<file path="src/rtl/mem_access_ctrl.sv">
// MEM-stage load/store sequencer for a single-port, variable-latency data RAM.
// Accepts one access at a time, stalls the pipeline while it is outstanding,
// and returns extended load data together with writeback controls.
module mem_access_ctrl #(
  parameter int unsigned TIMEOUT = 64
) (
  input  logic        clk,
  input  logic        rst,
  input  logic        req_valid_i,
  input  logic        req_we_i,
  input  logic [2:0]  funct3_i,
  input  logic [31:0] addr_i,
  input  logic [31:0] wdata_i,
  input  logic [4:0]  rd_addr_i,
  output logic        stall_o,
  output logic        done_o,
  output logic [31:0] rdata_o,
  output logic [4:0]  rd_addr_o,
  output logic        wreg_o,
  output logic        err_o,
  output logic [1:0]  err_code_o,
  output logic        dram_req_o,
  output logic        dram_we_o,
  output logic [31:0] dram_addr_o,
  output logic [3:0]  dram_be_o,
  output logic [31:0] dram_wdata_o,
  input  logic        dram_ack_i,
  input  logic [31:0] dram_rdata_i
);

  typedef enum logic [1:0] {StIdle, StBusy, StDone} state_t;

  localparam logic [7:0] CntMax = 8'(TIMEOUT - 1);

  state_t      state;
  logic [7:0]  cnt;
  logic        we;
  logic [2:0]  f3;
  logic [1:0]  off;
  logic [4:0]  rd;
  logic        stall_r;
  logic        err_r;
  logic [1:0]  code_r;

  logic        idle_req;
  logic        illegal;
  logic        misal;
  logic        accept;
  logic [3:0]  be_new;
  logic [31:0] wdata_new;
  logic [31:0] shifted;
  logic [31:0] load_val;

  // Request decode: illegal width has priority over misalignment.
  always_comb begin
    idle_req = (state == StIdle) && req_valid_i;
    illegal  = (funct3_i == 3'b011) || (funct3_i[2:1] == 2'b11) ||
               (req_we_i && funct3_i[2]);
    misal    = ((funct3_i[1:0] == 2'b01) && addr_i[0]) ||
               ((funct3_i[1:0] == 2'b10) && (addr_i[1:0] != 2'b00));
    accept   = idle_req && !illegal && !misal;
  end

  // Byte enables and lane-replicated store data for a newly accepted access.
  always_comb begin
    be_new    = 4'b1111;
    wdata_new = wdata_i;
    unique case (funct3_i[1:0])
      2'b00: begin
        be_new    = 4'b0001 << addr_i[1:0];
        wdata_new = {4{wdata_i[7:0]}};
      end
      2'b01: begin
        be_new    = 4'b0011 << addr_i[1:0];
        wdata_new = {2{wdata_i[15:0]}};
      end
      default: begin
        be_new    = 4'b1111;
        wdata_new = wdata_i;
      end
    endcase
    if (!req_we_i) wdata_new = 32'h0;
  end

  // Align the returned word to the addressed lane and extend to 32 bits.
  always_comb begin
    shifted = dram_rdata_i >> {off, 3'b000};
    unique case (f3)
      3'b000:  load_val = {{24{shifted[7]}}, shifted[7:0]};
      3'b001:  load_val = {{16{shifted[15]}}, shifted[15:0]};
      3'b100:  load_val = {24'h0, shifted[7:0]};
      3'b101:  load_val = {16'h0, shifted[15:0]};
      default: load_val = shifted;
    endcase
  end

  // Accept stalls in the same cycle; request faults are reported without a state change.
  always_comb begin
    stall_o    = stall_r | accept;
    err_o      = err_r | (idle_req && (illegal || misal));
    err_code_o = 2'b00;
    if (err_r)                   err_code_o = code_r;
    else if (idle_req && illegal) err_code_o = 2'b10;
    else if (idle_req && misal)   err_code_o = 2'b01;
  end

  // Access FSM with registered RAM interface and completion outputs.
  always_ff @(posedge clk) begin
    if (rst) begin
      state        <= StIdle;
      cnt          <= 8'h0;
      we           <= 1'b0;
      f3           <= 3'b000;
      off          <= 2'b00;
      rd           <= 5'h0;
      stall_r      <= 1'b0;
      err_r        <= 1'b0;
      code_r       <= 2'b00;
      done_o       <= 1'b0;
      rdata_o      <= 32'h0;
      rd_addr_o    <= 5'h0;
      wreg_o       <= 1'b0;
      dram_req_o   <= 1'b0;
      dram_we_o    <= 1'b0;
      dram_addr_o  <= 32'h0;
      dram_be_o    <= 4'h0;
      dram_wdata_o <= 32'h0;
    end else begin
      unique case (state)
        StIdle: begin
          if (accept) begin
            state        <= StBusy;
            cnt          <= 8'h0;
            we           <= req_we_i;
            f3           <= funct3_i;
            off          <= addr_i[1:0];
            rd           <= rd_addr_i;
            stall_r      <= 1'b1;
            dram_req_o   <= 1'b1;
            dram_we_o    <= req_we_i;
            dram_addr_o  <= {addr_i[31:2], 2'b00};
            dram_be_o    <= be_new;
            dram_wdata_o <= wdata_new;
          end
        end
        StBusy: begin
          if (dram_ack_i || (cnt == CntMax)) begin
            state        <= StDone;
            stall_r      <= 1'b0;
            dram_req_o   <= 1'b0;
            dram_we_o    <= 1'b0;
            dram_addr_o  <= 32'h0;
            dram_be_o    <= 4'h0;
            dram_wdata_o <= 32'h0;
            if (dram_ack_i) begin
              done_o    <= 1'b1;
              rd_addr_o <= rd;
              rdata_o   <= we ? 32'h0 : load_val;
              wreg_o    <= !we && (rd != 5'h0);
            end else begin
              err_r  <= 1'b1;
              code_r <= 2'b11;
            end
          end else begin
            cnt <= cnt + 8'h1;
          end
        end
        default: begin
          // Completion lasts one cycle; req_valid_i is not looked at here.
          state     <= StIdle;
          done_o    <= 1'b0;
          err_r     <= 1'b0;
          code_r    <= 2'b00;
          rdata_o   <= 32'h0;
          rd_addr_o <= 5'h0;
          wreg_o    <= 1'b0;
        end
      endcase
    end
  end

endmodule

</file>
<file path="config.mk">
export PLATFORM = sky130hd
export DESIGN_NAME = mem_access_ctrl
export DESIGN_NICKNAME = d
export VERILOG_FILES = /design/src/rtl/mem_access_ctrl.sv
export SDC_FILE = /design/constraint.sdc
export NUM_CORES = 1
export LEC_CHECK = 0
export BUFFER_PORTS_ARGS = -buffer_cell sky130_fd_sc_hd__buf_2
export CAP_MARGIN = 5
export CORE_AREA = 2 2 117 119
export CTS_CLUSTER_SIZE = 16
export DETAILED_ROUTE_END_ITERATION = 12
export DIE_AREA = 0 0 119 121
export GPL_ROUTABILITY_DRIVEN = 0
export PLACE_DENSITY = 0.8
export SLEW_MARGIN = 30
export SYNTH_ARGS = -nofsm -noshare
export SYNTH_HDL_FRONTEND = slang
export SYNTH_SLANG_ARGS = --single-unit
</file>
<file path="constraint.sdc">
create_clock -name clk -period 2.2 [get_ports clk]
set_input_delay 0.22 -clock clk [delete_from_list [all_inputs] [get_ports clk]]
set_output_delay 0.22 -clock clk [all_outputs]
set_load 0.01 [all_outputs]
</file>
==> results of run 1 <==
-- layout by cell type, fill, tap and decap left out, drive strengths merged, types with 5 or more instances in the layout --
cell type / instances
a21oi: 71
a221o: 8
a22oi: 16
buf: 241
clkbuf: 22
clkinv: 6
dfxtp: 129
mux2: 8
mux2i: 32
mux4: 8
nand2: 113
nand2b: 6
nand3: 26
nand3b: 10
nor2: 19
nor3b: 5
o211ai: 34
o21ai: 58
o32ai: 14
-- state kept, by name, summed over array words and instances, names as in the netlist, 3 cells and up --
signal and cells:
dram_addr_o 30, rdata_o 32, cnt 8, rd 5
dram_wdata_o 32, dram_be_o 4, rd_addr_o 5, f3 3
-- where the power goes --
part / internal [uW] / leakage [uW] / switching, uW / total (uW)
combinational: 298 / 0.00191 / 416 / 715
clock: 1890 / 0.000306 / 982 / 2870
sequential: 2410 / 0.00105 / 45.0 / 2460
-- cell type report --
cell class,instances,area share
tap,176,0.0286
clock buffer,22,0.0630
inverter,1,0.000488
sequential,129,0.336
multi-input combinational,472,0.386
clock inverter,10,0.0171
antenna,2,0.000651
timing repair buffer,241,0.168
-- logic make-up (layout without fill, tap and decap cells) --
family                     count (synthesis)  count (layout)  synth area share
and+or+nand+nor                          201             201             0.165
DFF                                      129             129             0.444
AOI/OAI and AO/OA                        217             217             0.231
xor gates and xnor gates                   3               3           0.00452
other                                      1               4          0.000644
muxes                                     48              48             0.101
buffers and inverters                     67             274            0.0518
adders and majority gates                  1               1           0.00215
-- stage by stage --
stage                     worst slack [ps]  instances  hold slack (ps)   util  total power (uW)
after floorplan                        363        668              350      -              2910
after detailed placement               304       1019              443  0.539              3210
final                                  211       1053             38.2  0.588              6050
after global placement                 301       1019              441  0.539              3210
after global routing                   107       1053             31.0  0.588              6290
after CTS                             36.2       1051             26.2  0.587              6090
-- worst max-delay path: cells and delay by family, from the launching register on --
family / cells / cell delay (ps)
buffers and inverters: 2 / 350
DFF: 1 / 400
AOI/OAI and AO/OA: 1 / 110
and+or+nand+nor: 2 / 470
-- layer usage --
metal / vias up / share of wire / global-route usage
met3: 32 / 0.085 / 0.0714
met2: 238 / 0.47 / 0.379
met1: 2637 / 0.41 / 0.280
met5: - / 0 / 0
met4: 0 / 0.028 / 0.0952
li1: 2810 / - / -
-- final timing paths --
kind             start                to
max reg2reg     cnt[0]  dram_wdata_o[25]
min          addr_i[8]    dram_addr_o[8]
max           state[0]           stall_o
min reg2reg         we                we
==> results.cfg, run 1 <==
[run_status]
status = finished clean

[power]
p_per_area_nw_per_um2 = 786
cellLeakagePower_uw = 0.00326
ir_worst_vdd_mv = 0.529

[yosys]
synth_area_leaders = dfxtp_1 (44%), nand2_1 (7.3%), a21oi_1 (6.0%)
ys_seq_area_frac = 0.444
yosysTopAreaCell = dfxtp_1
synth_cells = 667
synthDominantCellAreaShare = 0.444
ys.flop_type = dfxtp_1
ys_ff_latch = 129
yosys_warnings = 0
synthDistinctLibCells = 53
synth_edf_count = 0
synth-async-reset-ratio = 0
ys_top_cells_by_count = dfxtp_1 (129), nand2_1 (113), a21oi_1 (70)
avgSynthCellArea_um2 = 8.73
syn_area_um2 = 5820
yosysMostFrequentCell = dfxtp_1

[clock_network]
h-tree-depth = 4
root_buffer = clkbuf_16
post_cts_resized = 2
path_clk_slew_ps = 60
numCtsBuffers = 17
insertion_delay_ps = 410
postCtsSetupBuffers = 0
cts.sinks = 129
max-clock-path-buffers = 2
hold_buffers = 0
cts_tree = done

[worst_setup_path]
crit_chain = nor3b_4 -> o21ai_4 -> buf_8 -> nand2b_1 -> buf_2
startpoint_type = register
max_stage_delay_ps = 400
crit_path_end_kind = output port
r2r_slack_ps = 350
setup.worst_path.class = register to output port
reg2reg_depth = 6
cp.arrival_ps = 1770
critPathMaxFanout = 68
slowest_stage = dfxtp_2
cp.required_ps = 1980

[detailed_routing]
via_per_inst = 5.43
first_pass_iters = 5
drc = 0
postRouteAntennaNets = 0
drtIter0Drc = 453
wl_um = 16700
vias = 5717
avgRoutedWirePerCell_um = 15.9

[flow_run]
maxCapViolCount = 0

[layout]
area_growth_pct = 32.1
design_area_um2 = 7690
multi_input_area_um2 = 2970
sequential_cell_area_um2 = 2580
drive_gt1_frac = 0.347
fill_cells = 1181
fin_nets = 972

[global_routing]
grt_antenna_before_repair = 2
track_usage = 0.230
grt_max_degree = 69
grt_pass1_vias = 5216
grt_pass1_wl_um = 26300
overflow = 0

[hold_path]
hp-class = input port to register
hold_path_depth = 3

[die]
start_util = 0.445
die_y_um = 121
chipWidth_um = 119
ios = 222
row_count = 42
coreArea_um2 = 13100
dieArea_um2 = 14400

[timing]
final.setup.tns_ps = 0
worst_pin_slew_ps = 666
period_share = 0.904
rsz0062_at_grt = false
finalHoldViolCount = 0
finalClockSkew_ps = 7.95
fmax_mhz = 503
finalSetupViolCount = 0
slew-limit-headroom = 0.554
slew_viol_final = 0
min_period_ps = 1990

[placement]
dpl.hpwl_um = 11900
place_area_um2 = 7060
port-buffer-count = 219
Power figures use the tool's default switching activity.
==> run 2: changes to the inputs <==
--- a/config.mk
+++ b/config.mk
@@ -7,12 +7,14 @@
 export LEC_CHECK = 0
 export BUFFER_PORTS_ARGS = -buffer_cell sky130_fd_sc_hd__buf_2
 export CAP_MARGIN = 5
-export CORE_AREA = 2 2 117 119
+export CELL_PAD_IN_SITES_DETAIL_PLACEMENT = 0
+export CELL_PAD_IN_SITES_GLOBAL_PLACEMENT = 1
+export CORE_AREA = 2 2 132 134
 export CTS_CLUSTER_SIZE = 16
 export DETAILED_ROUTE_END_ITERATION = 12
-export DIE_AREA = 0 0 119 121
+export DIE_AREA = 0 0 134 136
 export GPL_ROUTABILITY_DRIVEN = 0
-export PLACE_DENSITY = 0.8
+export PLACE_DENSITY = 0.84
 export SLEW_MARGIN = 30
 export SYNTH_ARGS = -nofsm -noshare
 export SYNTH_HDL_FRONTEND = slang
==> run 2 against run 1 <==
Compared with the run above:
- critical path depth shrank 1
- critical path type unchanged
- maximum frequency shrank 3.4%
- routed wire length grew 7.0%
==> results.cfg, run 2 (same netlist as run 1, synthesis figures left out) <==
[run_status]
status = finished clean

[timing]
finalSetupViolCount = 0
whs_ps = 47.3
min_period_ps = 2060
slew-limit-headroom = 0.468
rsz0062_at_grt = false
finalHoldViolCount = 0
fmax_mhz = 486
final.setup.tns_ps = 0
finalClockSkew_ps = 8.75
worst_pin_slew_ps = 795
slew_viol_final = 0
period_share = 0.936

[global_routing]
track_usage = 0.196
top_usage_layer = met2
grt_max_degree = 57
grtUsageMet1 = 0.249
grt.met2_usage = 0.308
grt_use_met3 = 0.0749
grt_pass1_vias = 5359
overflow = 0
grt_pass1_wl_um = 28100
grt_antenna_before_repair = 2

[layout]
fin_nets = 977
area_growth_pct = 32.3
layout_common_cells = buf_2 (219), dfxtp_1 (129), nand2_1 (113)
drive_gt1_frac = 0.349
reg.largest.list = dram_wdata_o: 32 flops, rdata_o: 32 flops, dram_addr_o: 30 flops
stdcell_count = 1104
design_area_um2 = 7700
layout_commonest_cell = buf_2

[worst_setup_path]
r2r_slack_ps = 290
cpLargestDelayFamily = simple AND/OR/NAND/NOR gates
r2r-start = cnt[0]
crit_chain = nor3b_2 -> o21ai_4 -> nand2b_1 -> buf_2
setup.worst_path.class = register to output port
cp.required_ps = 1980
cp.arrival_ps = 1840
slowest_stage = nor3b_2
critPathMaxFanout = 27
crit_path_end_kind = output port
cp_num_buf_inv = 1
startpoint_type = register
reg2reg_depth = 6
rr_endpoint = dram_wdata_o[7]
max_stage_delay_ps = 430

[detailed_routing]
drtIter0Drc = 288
via_per_inst = 5.20
first_pass_iters = 5
vias = 5746
avgRoutedWirePerCell_um = 16.2
drc = 0
postRouteAntennaNets = 0
wl_um = 17900

[die]
start_util = 0.345
ios = 222
row_count = 48
die_y_um = 136
chipWidth_um = 134
coreArea_um2 = 16900
dieArea_um2 = 18200

[clock_network]
max-clock-path-buffers = 2
insertion_delay_ps = 410
cts.sinks = 129
cts_tree = done
path_clk_slew_ps = 60
numCtsBuffers = 17
h-tree-depth = 4
root_buffer = clkbuf_16
postCtsSetupBuffers = 0
post_cts_resized = 0
hold_buffers = 0

[hold_path]
hp-start = addr_i[8]
hold_path_depth = 3
hp-class = input port to register
worstHoldEndpoint = dram_addr_o[8]

[flow_run]
maxCapViolCount = 0

[power]
power_uw = 5710
cellLeakagePower_uw = 0.00323
p_per_area_nw_per_um2 = 742
ir_worst_vdd_mv = 0.581

[placement]
place_area_um2 = 7170
port-buffer-count = 219
dpl.cell_count = 1073
dpl.hpwl_um = 13000
run 2: changes by cell type in the layout (fill, tap and decap cells not counted), sizes merged:
cell,before,now
bufinv,3,0
clkbuf,22,19
clkinvlp,1,5
buf,241,246
inv,1,3
clkinv,6,4
diode,2,1
run 2: cell type report:
type | count | area, um^2
inverter | 1 | 3.75
tap | 225 | 282
antenna | 1 | 2.50
sequential | 129 | 2580
clock buffer | 19 | 443
clock inverter | 11 | 86.3
fill | 1703 | 9180
multi-input combinational | 472 | 2960
timing repair buffer | 246 | 1340
run 2: worst max path at each step:
stage,to,depth (start not counted),startpoint
CTS,stall_o,4,state[1]
finish,stall_o,4,state[1]
floorplan,dram_wdata_o[13],6,cnt[0]
global placement,dram_addr_o[19],7,req_we_i
detailed placement,dram_addr_o[17],7,req_we_i
global route,stall_o,4,state[1]
run 2: tightest hold or removal path: stages:
cell     delay [ps]
buf_2            90
nand2_1          40
a21oi_1          50
run 2: per-layer routing:
metal / wire, um / part of all wire / up-vias
li1: - / - / 2819
met1: 7950 / 0.44 / 2671
met2: 8020 / 0.45 / 226
met3: 1590 / 0.089 / 28
met4: 307 / 0.017 / 2
met5: 11 / 0.00062 / -
run 2: stage by stage:
step                       util  worst slack (ps)
after floorplan               -               363
after global placement    0.425               318
after detailed placement  0.425               281
after CTS                 0.456               112
after global routing      0.456              12.9
final                     0.456               140
run 2: power by group:
| part | switching (uW) | internal (uW) |
|---|---|---|
| logic | 426 | 304 |
| registers | 41.5 | 2410 |
| clock network | 1070 | 1460 |
| total | 1530 | 4180 |
==> run 3: changes to the inputs <==
==> constraint.sdc (replaced) <==
create_clock -name clk -period 2 [get_ports clk]
set_input_delay 0.2 -clock clk [delete_from_list [all_inputs] [get_ports clk]]
set_output_delay 0.2 -clock clk [all_outputs]
set_load 0.01 [all_outputs]
==> run 3 against run 2 <==
Compared with the run above:
- worst setup slack got worse by 42 ps
- global-route usage increased by 0.22 points
- total power is 20% higher
- cell area up 2.3%
- non-clock buffer count is 3 higher
- core utilization up 1.1 points
- first-iteration DRC count is 2.8% higher
- via count down 1.5%
- sequential share of layout area fell by 0.74 points
- sequential power is 10% higher
- clock skew down 3.9 ps
- critical endpoint is now err_code_o[0]
- highest routed layer is now met4
==> results.cfg, run 3 (same netlist as run 1, synthesis figures left out) <==
[power]
p_per_area_nw_per_um2 = 874
internal_power_uw = 5240
switching_share = 0.239
seqPwrFrac = 0.393
ir_worst_vdd_mv = 0.589
pwr-share-comb = 0.119
cellLeakagePower_uw = 0.00331
p_switching_uw = 1640
power_frac_clock = 0.488

[timing]
finalSetupViolCount = 0
period_share = 0.951
slew_viol_final = 0
worst_pin_slew_ps = 656
finalHoldViolCount = 0
finalClockSkew_ps = 4.88
slew-limit-headroom = 0.561
min_period_ps = 1900
final.setup.tns_ps = 0
rsz0062_at_grt = false
fmax_mhz = 526

[detailed_routing]
drc = 0
first_pass_iters = 4
drtIter0Drc = 296
postRouteAntennaNets = 0
wl_um = 18100
avgRoutedWirePerCell_um = 16.3
vias = 5661
via_per_inst = 5.10

[layout]
layout_commonest_cell = buf_2
final_util = 0.467
area_growth_pct = 35.3
fin_nets = 980
reg.largest.list = dram_wdata_o: 32 flops, rdata_o: 32 flops, dram_addr_o: 30 flops
drive_gt1_frac = 0.349
layout_common_cells = buf_2 (219), dfxtp_1 (128), nand2_1 (113)

[global_routing]
grt_pass1_wl_um = 28300
grt_antenna_before_repair = 1
track_usage = 0.198
grt_max_degree = 59
grt_pass1_vias = 5299
overflow = 0

[worst_setup_path]
cp.arrival_ps = 1700
crit_path_end_kind = output port
critPathMaxFanout = 6
setup.worst_path.class = register to output port
startpoint_type = register
cp.required_ps = 1800

[hold_path]
hp-class = input port to register

[die]
die_y_um = 136
dieArea_um2 = 18200
start_util = 0.345
ios = 222
chipWidth_um = 134
coreArea_um2 = 16900
row_count = 48

[clock_network]
root_buffer = clkbuf_16
cts_tree = done
h-tree-depth = 4
insertion_delay_ps = 410
path_clk_slew_ps = 60
max-clock-path-buffers = 2
cts.sinks = 129
numCtsBuffers = 17
postCtsSetupBuffers = 0

[placement]
dpl.hpwl_um = 12900
port-buffer-count = 219

[run_status]
status = finished clean

[flow_run]
maxCapViolCount = 0
[run 3: routing by layer]
layer | part of all wire | vias up | GRT usage
li1 | - | 2822 | -
met1 | 0.44 | 2581 | 0.249
met2 | 0.45 | 234 | 0.314
met3 | 0.093 | 24 | 0.0694
met4 | 0.019 | 0 | 0.0745
met5 | 0 | - | 0
[run 3: per-stage QoR]
step	setup slack, ps	power (uW)	cells	instance area (um^2)	hold WS [ps]
2_1_floorplan	163	3200	668	5820	330
3_3_place_gp	177	3570	1075	7220	430
3_5_place_dp	119	3580	1075	7220	444
4_1_cts	18.3	6950	1107	7870	0.324
5_1_grt	0.130	7160	1107	7870	9.86
6_report	98.6	6880	1109	7880	20.8
[run 3: what timing repair did]
item / CTS / global route
hold buffers: 1 / 0
pin swaps: 1 / 1
endpoints found under the setup margin: 2 / 2
hold endpoints to repair: 1 / 0
resized for setup: 1 / 1
[run 3: area by class of cell]
| cell class | count | area [um^2] |
|---|---|---|
| clock buffer | 21 | 450 |
| timing repair buffer | 249 | 1400 |
| fill | 1656 | 9000 |
| antenna | 2 | 5.00 |
| inverter | 1 | 3.75 |
| sequential | 129 | 2580 |
| clock inverter | 10 | 184 |
| tap | 225 | 282 |
| multi-input combinational | 472 | 2970 |
[run 3: path summary, 6_finish.rpt]
kind / startpoint / to / slack, ps / depth (start not counted)
worst max register to register: cnt[0] / cnt[5] / 130 / 6
worst max-delay path: state[1] / err_code_o[0] / 100 / 5
worst min register to register: rd_addr_o[1] / rd_addr_o[1] / 450 / 2
worst min-delay path: addr_i[2] / dram_addr_o[2] / 20 / 3
[run 3: power groups by stage]
stage               combinational (uW)  clock [uW]  sequential [uW]
floorplan                          423           0             2780
global placement                   817           0             2750
detailed placement                 819           0             2760
CTS                                825        3420             2700
global route                       902        3540             2710
finish                             821        3360             2700
[run 3: worst max-delay path, cell delays in order (launching register included)]
cell and delay, ps:
dfxtp_1 380, nor3b_4 300, buf_4 190, nand2_1 60, o21bai_1 190, buf_2 160
